## src/rtl/sfifo36k_push_arbiter.sv

```systemverilog
// Write-side controller for SFIFO_36K_BLK: round-robin push arbitration between two
// streaming requesters with a burst cap, Full gating, and flush/recovery sequencing.
module sfifo36k_push_arbiter #(
  parameter int WR_DATA_WIDTH = 18,
  parameter int MAX_BURST     = 8,
  parameter int FLUSH_CYCLES  = 4
) (
  input  logic                     clock0,
  input  logic                     reset_n,
  input  logic                     req0_valid,
  input  logic [WR_DATA_WIDTH-1:0] req0_data,
  output logic                     req0_ready,
  input  logic                     req1_valid,
  input  logic [WR_DATA_WIDTH-1:0] req1_data,
  output logic                     req1_ready,
  input  logic                     sw_flush,
  input  logic                     fifo_full,
  input  logic                     fifo_empty,
  input  logic                     fifo_overrun,
  output logic [WR_DATA_WIDTH-1:0] fifo_din,
  output logic                     fifo_push,
  output logic                     fifo_async_flush,
  output logic                     owner,
  output logic                     flushing,
  output logic [7:0]               overrun_cnt
);

  typedef enum logic [1:0] {
    RUN        = 2'd0,
    FLUSH      = 2'd1,
    WAIT_EMPTY = 2'd2
  } state_e;

  state_e     state_q, state_d;
  logic       owner_q, owner_d;
  logic [7:0] run_cnt_q, run_cnt_d;
  logic [3:0] flush_cnt_q, flush_cnt_d;
  logic [7:0] overrun_cnt_q, overrun_cnt_d;

  logic       own_valid, oth_valid;
  logic       grant, sel, accept;

  // Arbitration is purely combinational from the registered owner/run_cnt so a
  // switch between requesters costs no bubble cycle.
  always_comb begin
    // NOTE: every variable gets a default first so no path leaves it unassigned,
    // which would otherwise infer a latch.
    grant     = 1'b0;
    sel       = owner_q;
    own_valid = owner_q ? req1_valid : req0_valid;
    oth_valid = owner_q ? req0_valid : req1_valid;
    // reset_n is folded in so no handshake is offered while reset is held.
    if (state_q == RUN && reset_n) begin
      if (own_valid && (run_cnt_q < 8'(MAX_BURST) || !oth_valid)) begin
        grant = 1'b1;
        sel   = owner_q;
      end else if (oth_valid) begin
        grant = 1'b1;
        sel   = ~owner_q;
      end
    end
    accept     = grant & ~fifo_full;
    req0_ready = accept & ~sel;
    req1_ready = accept & sel;
    fifo_push  = accept;
    fifo_din   = grant ? (sel ? req1_data : req0_data) : '0;
  end

  always_comb begin
    state_d       = state_q;
    owner_d       = owner_q;
    run_cnt_d     = run_cnt_q;
    flush_cnt_d   = flush_cnt_q;
    overrun_cnt_d = overrun_cnt_q;
    unique case (state_q)
      RUN: begin
        if (accept) begin
          if (sel == owner_q) begin
            run_cnt_d = (run_cnt_q == 8'hFF) ? run_cnt_q : run_cnt_q + 8'd1;
          end else begin
            owner_d   = sel;
            run_cnt_d = 8'd1;
          end
        end
        // The transfer of this cycle has already completed; flush entry overrides
        // the arbitration bookkeeping.
        if (sw_flush || fifo_overrun) begin
          state_d     = FLUSH;
          flush_cnt_d = 4'd1;
          owner_d     = 1'b0;
          run_cnt_d   = 8'd0;
          if (fifo_overrun && overrun_cnt_q != 8'hFF) begin
            overrun_cnt_d = overrun_cnt_q + 8'd1;
          end
        end
      end
      FLUSH: begin
        if (sw_flush) begin
          flush_cnt_d = 4'd1;
        end else if (flush_cnt_q == 4'(FLUSH_CYCLES)) begin
          state_d     = WAIT_EMPTY;
          flush_cnt_d = 4'd0;
        end else begin
          flush_cnt_d = flush_cnt_q + 4'd1;
        end
      end
      WAIT_EMPTY: begin
        if (sw_flush) begin
          state_d     = FLUSH;
          flush_cnt_d = 4'd1;
          owner_d     = 1'b0;
          run_cnt_d   = 8'd0;
        end else if (fifo_empty) begin
          state_d = RUN;
        end
      end
      default: state_d = RUN;
    endcase
  end

  always_ff @(posedge clock0 or negedge reset_n) begin
    if (!reset_n) begin
      state_q       <= RUN;
      owner_q       <= 1'b0;
      run_cnt_q     <= 8'd0;
      flush_cnt_q   <= 4'd0;
      overrun_cnt_q <= 8'd0;
    end else begin
      // NOTE: non-blocking assignments so every flop samples the pre-edge value.
      state_q       <= state_d;
      owner_q       <= owner_d;
      run_cnt_q     <= run_cnt_d;
      flush_cnt_q   <= flush_cnt_d;
      overrun_cnt_q <= overrun_cnt_d;
    end
  end

  // Decoded straight from the state flop so reset drops Async_Flush at once.
  assign fifo_async_flush = (state_q == FLUSH);
  assign flushing         = (state_q != RUN);
  assign owner            = owner_q;
  assign overrun_cnt      = overrun_cnt_q;

endmodule

```

## config.mk

```make
export PLATFORM = sky130hd
export DESIGN_NAME = sfifo36k_push_arbiter
export DESIGN_NICKNAME = d
export VERILOG_FILES = /design/src/rtl/sfifo36k_push_arbiter.sv
export SDC_FILE = /design/constraint.sdc
export NUM_CORES = 1
export LEC_CHECK = 0
export ABC_AREA = 0
export BUFFER_PORTS_ARGS = -buffer_cell sky130_fd_sc_hd__buf_2
export CAP_MARGIN = 0
export CORE_ASPECT_RATIO = 1.4
export CORE_UTILIZATION = 43
export CTS_BUF_LIST = sky130_fd_sc_hd__clkbuf_16
export DETAILED_ROUTE_END_ITERATION = 16
export PLACE_DENSITY = 0.79
export SYNTH_ARGS = -nofsm -noshare
export SYNTH_HDL_FRONTEND = slang
export SYNTH_SLANG_ARGS = --single-unit
```

## constraint.sdc

```tcl
create_clock -name clock0 -period 2.04 [get_ports clock0]
set_input_delay 0.204 -clock clock0 [delete_from_list [all_inputs] [get_ports clock0]]
set_output_delay 0.204 -clock clock0 [all_outputs]
set_load 0.02 [all_outputs]
```

==> results of run 1 <==
[routing by layer]
layer | part of all wire | vias up
met5 | 0 | -
met1 | 0.38 | 981
met3 | 0.050 | 18
met4 | 0.030 | 0
li1 | - | 989
met2 | 0.54 | 96
[where the power goes]
group / internal [W] / leakage (nW) / switching (W)
combinational: 0.000335 / 0.947 / 0.000424
sequential: 0.000537 / 0.307 / 0.0000907
clock: 0.000264 / 0.0409 / 0.000163
[metrics by stage]
step | instances | util | area [µm²]
6_report | 354 | 0.703 | 2750
5_1_grt | 354 | 0.703 | 2750
4_1_cts | 342 | 0.652 | 2550
3_5_place_dp | 329 | 0.577 | 2260
3_3_place_gp | 329 | 0.577 | 2260
2_1_floorplan | 204 | - | 1760
[registers in the layout, summed over array words and instances (netlist names)]
signal,count
run_cnt_q,8
state_q,2
flush_cnt_q,4
overrun_cnt,8
owner,1
[worst max-delay path by stage]
stage	start	end	slack (ns)
2_1_floorplan	run_cnt_q[5]$_DFFE_PN0P_	fifo_din[10]	-0.01
3_3_place_gp	run_cnt_q[5]$_DFFE_PN0P_	fifo_din[7]	-0.13
3_5_place_dp	run_cnt_q[5]$_DFFE_PN0P_	fifo_din[13]	-0.17
4_1_cts	run_cnt_q[3]$_DFFE_PN0P_	fifo_din[4]	-0.26
5_1_grt	run_cnt_q[5]$_DFFE_PN0P_	fifo_din[9]	-0.29
6_report	run_cnt_q[5]$_DFFE_PN0P_	fifo_din[9]	-0.26
[cell usage after synthesis (all sizes together) (2+ instances only)]
library cell / instances / area [µm²]
o211ai: 3 / 32.5
o31ai: 2 / 15.0
nand3: 6 / 30.0
nand3b: 2 / 15.0
nand2: 32 / 120
xnor2: 5 / 43.8
nor3: 5 / 25.0
xor2: 4 / 35.0
nor2: 11 / 43.8
buf: 8 / 65.1
and3: 2 / 12.5
dfrtp: 23 / 576
ha: 4 / 50.1
a21oi: 6 / 30.0
nand2b: 4 / 25.0
nand4: 25 / 156
inv: 7 / 26.3
or4: 3 / 26.3
or3: 3 / 18.8
o21ai: 24 / 158
mux2: 3 / 33.8
mux2i: 2 / 20.0
[cells in the final DEF, fill, tap and decap left out, types with 6 or more instances in the layout]
cell type	synthesis	layout
buf_6	2	17
nand2_1	32	31
nor2_1	10	8
inv_1	7	7
nand4_1	25	25
buf_2	4	55
dfrtp_1	23	23
nand3_1	6	6
o21ai_2	10	15
buf_4	1	32
[final cells by class]
class                      count  area share
clock buffer                   3      0.0273
inverter                       7     0.00954
sequential                    23       0.209
clock inverter                 1     0.00182
tap                           43      0.0195
multi-input combinational    170       0.457
timing repair buffer         107       0.276
[what timing repair did]
| action | CTS | global route |
|---|---|---|
| pin swaps | 27 | 9 |
| hold buffers | 1 | 0 |
| endpoints found under the hold margin | 23 | 0 |
| cloned | 3 | 2 |
| gates resized for setup | 38 | 25 |
| setup endpoints to repair | 20 | 28 |
| setup buffers | 5 | 10 |
[worst reg2reg max path, delay by kind of cell, from the launching register on]
| kind | cells | cell delay (ns) |
|---|---|---|
| multiplexers | 1 | 0.32 |
| buffers and inverters | 2 | 0.33 |
| AND/OR/NAND/NOR | 1 | 0.59 |
| flip-flops | 1 | 0.39 |
| AO/OA/AOI/OAI | 2 | 0.33 |
[logic make-up after synthesis]
family,count (synthesis)
compound gates,49
simple gates,98
xor+xnor,9
buf+inv,16
fa+ha+maj,4
mux,5
flops,23
==> out/summary.txt, run 1 <==
startpoint types = register
Routed WL = 5.67 mm
Leak = 1.29 nW
post-synthesis mux area share = 0.0305
DPL Wire Length = 3.41 mm
initial antenna violation count = 0
number of global-route vias before repair = 1843
post-synthesis sequential area ratio = 0.327
global routing's busiest layer = met2
setup slack after layout = -0.256 ns
dominant synthesized flop cell = dfrtp_1
Root Driver = clkbuf_16
Die Area = 4360 µm²
clock latency on the worst-skew pair = 0.26 ns
DP Worst Slack = -0.173 ns
grt met3 use = 0.0233
register area = 576 µm²
CTS Sinks = 23
Synth Area in Compound Gates = 0.221
Final Hold Viols = 0
main combinational cell family by area after synthesis = simple AND/OR/NAND/NOR gates
critical path capture point type = output pin
filler instances = 298
DRC = 0
status = finished with violations
I/O pin cnt = 76
Buf/Inv on CP = 2
syn_area_per_cell = 8.64 µm²
Synth Area in Simple Gates = 0.295
Multi-input gate area = 1260 µm²
Initial Util = 0.450
Post-Route Setup TNS = -4.37 ns
CP delay by family, top = simple AND/OR/NAND/NOR gates
Synth Area in Adders = 0.0284
max incr delay on CP = 0.59 ns
largest net degree at the start of global routing = 37
Cell Area, Synth = 1760 µm²
Slowest-stage cell, CP = or4_4
vias = 2084
CTS tree = done
Congestion Overflow GR = 0
M1 GR Usage = 0.256
share of post-route cells with drive strength above 1 = 0.489
routing usage on met2 = 0.449
Power Density = 658 nW/µm²
Setup violations, final = 23
Syn Nets = 252
Worst-path clk slew = 0.06 ns
CTS Buffer Depth = 2
yosys warns = 0
antenna cells = 0
maximum clock frequency = 0.436 GHz
FF-to-FF End = owner$_DFFE_PN0P_
final layout net count = 360
routed len/inst = 16.0 µm
routability cong. = 0.846
Slew Limit Fails = 0
Layout Area Growth over Synthesis = 56.3%
Synth Instances = 204
CTS buffer count = 3
shortest period the worst path allows = 2.30 ns
H-tree depth = 1
Worst-Margin Slew = 0.530 ns
Die H = 77.7 µm
synthesized flop and latch total = 23
Arr. time, crit path = 2.09 ns
IO buf count = 75
Tot GR Track Use = 0.232
Setup CP Type = reg2out
CP Cell Sequence = or4_4 -> o32ai_4 -> buf_12 -> nor2_4 -> o21ai_2 -> buf_6
Post-Synth XOR/XNOR Area = 0.0447
unrepaired setup endpoints after global routing = true
FFs w/ async S/R, synth = 1.00
Max FO, Critical Path = 5
worst hold path type = in2async
worst path required time = 1.84 ns
Fin Clk Skew = 0.00388 ns
Worst R2R Setup Slack = -0.06 ns
post-synthesis cell type count = 51
number of synthesized flops with an enable pin = 0
worst r2r src = run_cnt_q[5]$_DFFE_PN0P_
die width = 56.1 µm
first-pass GRT wire length = 8.25 mm
drt pass-1 iters = 4
Rows = 27
Tcrit/Tclk final = 1.13
reg2reg path depth = 6
Max transition margin = 0.646
cell count along the critical path = 6
drt via density = 5.89
Overall Power = 0.00181 W
hold_ws = 0.130 ns
Maximum Capacitance Violations = 0
failing checks = negative setup slack
VDD IR max = 0.681 mV
Core ar. = 3920 µm²
Starting DRT DRC Count = 160
ANT nets after route = 0
Power figures use the tool's default switching activity.
==> inputs of run 2 (changes only) <==
--- a/config.mk
+++ b/config.mk
@@ -10,7 +10,6 @@
 export CAP_MARGIN = 0
 export CORE_ASPECT_RATIO = 1.4
 export CORE_UTILIZATION = 43
-export CTS_BUF_LIST = sky130_fd_sc_hd__clkbuf_16
 export DETAILED_ROUTE_END_ITERATION = 16
 export PLACE_DENSITY = 0.79
 export SYNTH_ARGS = -nofsm -noshare
==> run 2 against run 1 <==
Compared with the run above: the flow still finishes with violations (negative setup slack); final cell count is 0.28% lower; non-clock buffer count fell by 1; via count up 2.2%; clock-buffer cell count stayed put; combinational power down 0.7%; hold slack got worse by 0.022 ns; highest routed layer unchanged.
==> out/summary.txt, run 2 (synthesized netlist as in run 1, its figures left out) <==
status = finished with violations (unchanged)
failing checks = negative setup slack (unchanged)
critical path capture point type = output pin (unchanged)
routability cong. = 0.846 (unchanged)
Max transition margin = 0.644 (was 0.646)
share of post-route cells with drive strength above 1 = 0.487 (was 0.489)
CTS buffer count = 3 (unchanged)
largest net degree at the start of global routing = 37 (unchanged)
vias = 2130 (was 2084)
CTS Buffer Depth = 2 (unchanged)
Setup violations, final = 23 (unchanged)
drt pass-1 iters = 4 (unchanged)
CP Cell Sequence = or4_4 -> o32ai_4 -> buf_12 -> nor2_4 -> o21ai_1 -> buf_4 (was or4_4 -> o32ai_4 -> buf_12 -> nor2_4 -> o21ai_2 -> buf_6)
Slew Limit Fails = 0 (unchanged)
most frequent cells in the layout = 55 x buf_2, 31 x nand2_1, 31 x buf_4 (was 55 x buf_2, 32 x buf_4, 31 x nand2_1)
Fin Clk Skew = 0.00685 ns (was 0.00388 ns)
I/O pin cnt = 76 (unchanged)
clock latency on the worst-skew pair = 0.27 ns (was 0.26 ns)
Leak = 1.27 nW (was 1.29 nW)
Final Hold Viols = 0 (unchanged)
VDD IR max = 0.605 mV (was 0.681 mV)
Worst-path clk slew = 0.09 ns (was 0.06 ns)
CTS Sinks = 23 (unchanged)
Tcrit/Tclk final = 1.14 (was 1.13)
Layout Area Growth over Synthesis = 54.0% (was 56.3%)
max incr delay on CP = 0.59 ns (about the same)
Max FO, Critical Path = 5 (unchanged)
startpoint types = register (unchanged)
Maximum Capacitance Violations = 0 (unchanged)
Post-Route Setup TNS = -4.88 ns (was -4.37 ns)
ANT nets after route = 0 (unchanged)
routed len/inst = 16.0 µm (about the same)
DRC = 0 (unchanged)
first-pass GRT wire length = 8.10 mm (was 8.25 mm)
Setup CP Type = reg2out (unchanged)
unrepaired setup endpoints after global routing = true (unchanged)
Initial Util = 0.450 (unchanged)
IO buf count = 75 (unchanged)
Power Density = 615 nW/µm² (was 658 nW/µm²)
Die H = 77.7 µm (unchanged)
Tot GR Track Use = 0.228 (was 0.232)
antenna cells = 0 (unchanged)
Slowest-stage cell, CP = or4_4 (unchanged)
filler instances = 302 (was 298)
DP Worst Slack = -0.173 ns (unchanged)
DPL Wire Length = 3.41 mm (unchanged)
final layout net count = 359 (was 360)
Arr. time, crit path = 2.11 ns (was 2.09 ns)
initial antenna violation count = 0 (unchanged)
number of global-route vias before repair = 1824 (was 1843)
Routed WL = 5.65 mm (was 5.67 mm)
drt via density = 6.03 (was 5.89)
shortest period the worst path allows = 2.32 ns (was 2.30 ns)
Core ar. = 3920 µm² (unchanged)
Worst-Margin Slew = 0.534 ns (was 0.530 ns)
H-tree depth = 1 (unchanged)
placed instance count = 329 (unchanged)
Starting DRT DRC Count = 136 (was 160)
worst hold path type = in2async (unchanged)
Rows = 27 (unchanged)
die width = 56.1 µm (unchanged)
maximum clock frequency = 0.431 GHz (was 0.436 GHz)
most common cell after layout, fill and taps aside = buf_2 (unchanged)
worst path required time = 1.84 ns (about the same)
setup slack after layout = -0.279 ns (was -0.256 ns)
CTS tree = done (unchanged)
hold_ws = 0.108 ns (was 0.130 ns)
reg2reg path depth = 6 (unchanged)
Root Driver = clkbuf_8 (was clkbuf_16)
Die Area = 4360 µm² (unchanged)
Congestion Overflow GR = 0 (unchanged)
fin util = 0.692 (was 0.703)
final cell count without fillers = 353 (was 354)
run 2: metal layers:
metal  share of wire  wire length (µm)  track usage  vias to the layer above
li1                -                 -            -                      987
met1            0.37              2070        0.248                      999
met2            0.53              2990        0.439                      121
met3           0.070               396       0.0300                       23
met4           0.035               196       0.0829                        0
met5               0                 0            0                        -
run 2: final timing paths:
check	slack, ns	to	startpoint
max	-0.28	fifo_din[3]	run_cnt_q[5]$_DFFE_PN0P_
max reg2reg	-0.04	owner$_DFFE_PN0P_	run_cnt_q[5]$_DFFE_PN0P_
max in group asynchronous	1.67	overrun_cnt[2]$_DFFE_PN0P_	reset_n
min	0.11	run_cnt_q[6]$_DFFE_PN0P_	reset_n
min in group clock0	0.17	state_q[1]$_DFFE_PN0P_	sw_flush
min reg2reg	0.51	overrun_cnt[6]$_DFFE_PN0P_	overrun_cnt[6]$_DFFE_PN0P_
run 2: per-stage QoR:
stage	total power, W	instance area, µm²
finish	0.00167	2710
floorplan	0.00105	1760
global placement	0.00125	2260
CTS	0.00161	2510
global route	0.00177	2710
detailed placement	0.00127	2260
run 2: cell type report:
type                       instances  area, µm²  area share
inverter                           7       26.3     0.00969
multi-input combinational        170       1260       0.464
clock inverter                     1       5.00     0.00185
tap                               43       53.8      0.0198
sequential                        23        576       0.212
timing repair buffer             106        752       0.277
clock buffer                       3       41.3      0.0152
run 2: timing repair:
item	CTS	global route
endpoints found under the hold margin	23	0
cloned	3	2
endpoints found under the setup margin	20	28
hold buffers	1	0
gates resized for setup	38	25
pin swaps	27	12
buffers inserted	4	10
run 2: power by group:
part / total, W / internal [W] / switching, W
logic: 0.000753 / 0.000335 / 0.000419
clock network: 0.000287 / 0.000137 / 0.000150
registers: 0.000628 / 0.000536 / 0.0000920
run 2: worst max-delay path: cells and delay by family, from the launching register on:
kind                   cells  cell delay (ns)
and+or+nand+nor            2             0.65
AOI/OAI and AO/OA          2             0.46
buffers and inverters      2             0.33
DFF                        1             0.40
==> inputs of run 3 (changes only) <==
--- a/config.mk
+++ b/config.mk
@@ -11,6 +11,7 @@
 export CORE_ASPECT_RATIO = 1.4
 export CORE_UTILIZATION = 43
 export DETAILED_ROUTE_END_ITERATION = 16
+export MAX_ROUTING_LAYER = met4
 export PLACE_DENSITY = 0.79
 export SYNTH_ARGS = -nofsm -noshare
 export SYNTH_HDL_FRONTEND = slang
==> run 3 against run 2 <==
Compared with the run above: the run still ends with negative setup slack left; highest routed layer unchanged; die area stayed put; total power is essentially flat; largest power group unchanged; worst setup slack worse by 0.0012 ns; register-to-register slack barely moved.
==> out/summary.txt, run 3 (synthesized netlist as in run 1, its figures left out) <==
failing checks = negative setup slack (unchanged)
most common cell after layout, fill and taps aside = buf_2 (unchanged)
Die H = 77.7 µm (unchanged)
Arr. time, crit path = 2.12 ns (was 2.11 ns)
CTS Sinks = 23 (unchanged)
vias = 2127 (was 2130)
ANT nets after route = 0 (unchanged)
post-route cell area = 2710 µm² (unchanged)
Maximum Capacitance Violations = 0 (unchanged)
critical path capture point type = output pin (unchanged)
Core ar. = 3920 µm² (unchanged)
IO buf count = 75 (unchanged)
die width = 56.1 µm (unchanged)
FF-to-FF End = owner$_DFFE_PN0P_ (unchanged)
first-pass GRT wire length = 8.11 mm (was 8.10 mm)
antenna cells = 0 (unchanged)
Initial Util = 0.450 (unchanged)
status = finished with violations (unchanged)
VDD IR max = 0.605 mV (about the same)
Starting DRT DRC Count = 133 (was 136)
Worst-path clk slew = 0.09 ns (about the same)
startpoint types = register (unchanged)
reg2reg path depth = 6 (unchanged)
Congestion Overflow GR = 0 (unchanged)
Max transition margin = 0.644 (about the same)
I/O pin cnt = 76 (unchanged)
Setup CP Type = reg2out (unchanged)
filler instances = 302 (unchanged)
Slew Limit Fails = 0 (unchanged)
drt via density = 6.03 (about the same)
WL met3 = 369 µm (was 396 µm)
Final Hold Viols = 0 (unchanged)
largest net degree at the start of global routing = 37 (unchanged)
register area = 576 µm² (unchanged)
Root Driver = clkbuf_8 (unchanged)
top routing layer in use = met4 (unchanged)
initial antenna violation count = 0 (unchanged)
DP Area = 2260 µm² (unchanged)
CTS tree = done (unchanged)
worst r2r src = run_cnt_q[5]$_DFFE_PN0P_ (unchanged)
H-tree depth = 1 (unchanged)
routability cong. = 0.859 (was 0.846)
routed len/inst = 16.0 µm (about the same)
worst hold path type = in2async (unchanged)
clock latency on the worst-skew pair = 0.27 ns (about the same)
Die Area = 4360 µm² (unchanged)
setup slack after layout = -0.280 ns (was -0.279 ns)
CTS Buffer Depth = 2 (unchanged)
Setup violations, final = 22 (was 23)
share of post-route cells with drive strength above 1 = 0.487 (unchanged)
Routed WL = 5.64 mm (was 5.65 mm)
Tot GR Track Use = 0.235 (was 0.228)
Multi-input gate area = 1260 µm² (unchanged)
number of global-route vias before repair = 1824 (unchanged)
Layout Area Growth over Synthesis = 54.0% (unchanged)
Rows = 27 (unchanged)
Tcrit/Tclk final = 1.14 (about the same)
M1 WL = 2.08 mm (was 2.07 mm)
Power Density = 615 nW/µm² (about the same)
DRC = 0 (unchanged)
Worst-Margin Slew = 0.533 ns (was 0.534 ns)
CTS buffer count = 3 (unchanged)
drt pass-1 iters = 4 (unchanged)
Max FO, Critical Path = 5 (unchanged)
shortest period the worst path allows = 2.32 ns (about the same)
Worst R2R Setup Slack = -0.03 ns (was -0.04 ns)
final layout net count = 359 (unchanged)
DPL Wire Length = 3.41 mm (unchanged)
Fin Clk Skew = 0.00689 ns (was 0.00685 ns)
Leak = 1.27 nW (unchanged)
met2 wire length = 3.00 mm (was 2.99 mm)
Overall Power = 0.00167 W (about the same)
most frequent cells in the layout = 55 x buf_2, 31 x nand2_1, 31 x buf_4 (unchanged)
maximum clock frequency = 0.431 GHz (about the same)
unrepaired setup endpoints after global routing = true (unchanged)
worst path required time = 1.84 ns (about the same)
run 3: cell counts in the layout (fill, tap and decap cells not counted):
No cell type changed its count.
run 3: area by class of cell:
type | count | area share
clock buffers | 3 | 0.0152
repair buffers | 106 | 0.277
flip-flops and latches | 23 | 0.212
multi-input cells | 170 | 0.464
inverters | 7 | 0.00969
well taps | 43 | 0.0198
clock inverters | 1 | 0.00185
run 3: worst max-delay path by stage:
stage / start / endpoint / slack [ns] / depth (start not counted)
6_report: run_cnt_q[5]$_DFFE_PN0P_ / fifo_din[3] / -0.28 / 6
4_1_cts: run_cnt_q[3]$_DFFE_PN0P_ / fifo_din[4] / -0.28 / 6
3_3_place_gp: run_cnt_q[5]$_DFFE_PN0P_ / fifo_din[7] / -0.13 / 5
3_5_place_dp: run_cnt_q[5]$_DFFE_PN0P_ / fifo_din[13] / -0.17 / 5
2_1_floorplan: run_cnt_q[5]$_DFFE_PN0P_ / fifo_din[10] / -0.01 / 5
5_1_grt: run_cnt_q[5]$_DFFE_PN0P_ / fifo_din[3] / -0.34 / 6
run 3: layer usage:
layer	global-route usage	vias up
met3	0.0267	23
met4	0.0829	0
li1	-	987
met2	0.439	114
met5	-	-
met1	0.250	1003
run 3: metrics by stage:
| stage | TNS, ns | instances | setup WS [ns] | util | hold slack [ns] |
|---|---|---|---|---|---|
| finish | -4.90 | 353 | -0.280 | 0.692 | 0.108 |
| detailed placement | -2.91 | 329 | -0.173 | 0.577 | 0.166 |
| global route | -6.18 | 353 | -0.342 | 0.692 | 0.125 |
| global placement | -2.22 | 329 | -0.134 | 0.577 | 0.170 |
| floorplan | -0.100 | 204 | -0.0112 | - | -0.0916 |
| CTS | -5.50 | 341 | -0.278 | 0.641 | 0.156 |
run 3: what timing repair did:
item,in CTS,in global routing
pin swaps,27,12
gates cloned,3,2
resized for setup,38,25
hold buffers,1,0
setup buffers,4,10
endpoints found under the hold margin,23,0
endpoints found under the setup margin,20,28
run 3: power by group:
| group | total (W) | switching, W | internal [W] |
|---|---|---|---|
| clock network | 0.000287 | 0.000150 | 0.000137 |
| registers | 0.000628 | 0.0000921 | 0.000536 |
| logic | 0.000753 | 0.000419 | 0.000335 |
run 3: critical path, stage by stage, from the launching register on:
cell	delay (ns)
dfrtp_1	0.40
or4_4	0.59
o32ai_4	0.32
buf_12	0.17
nor2_4	0.06
o21ai_1	0.14
buf_4	0.16
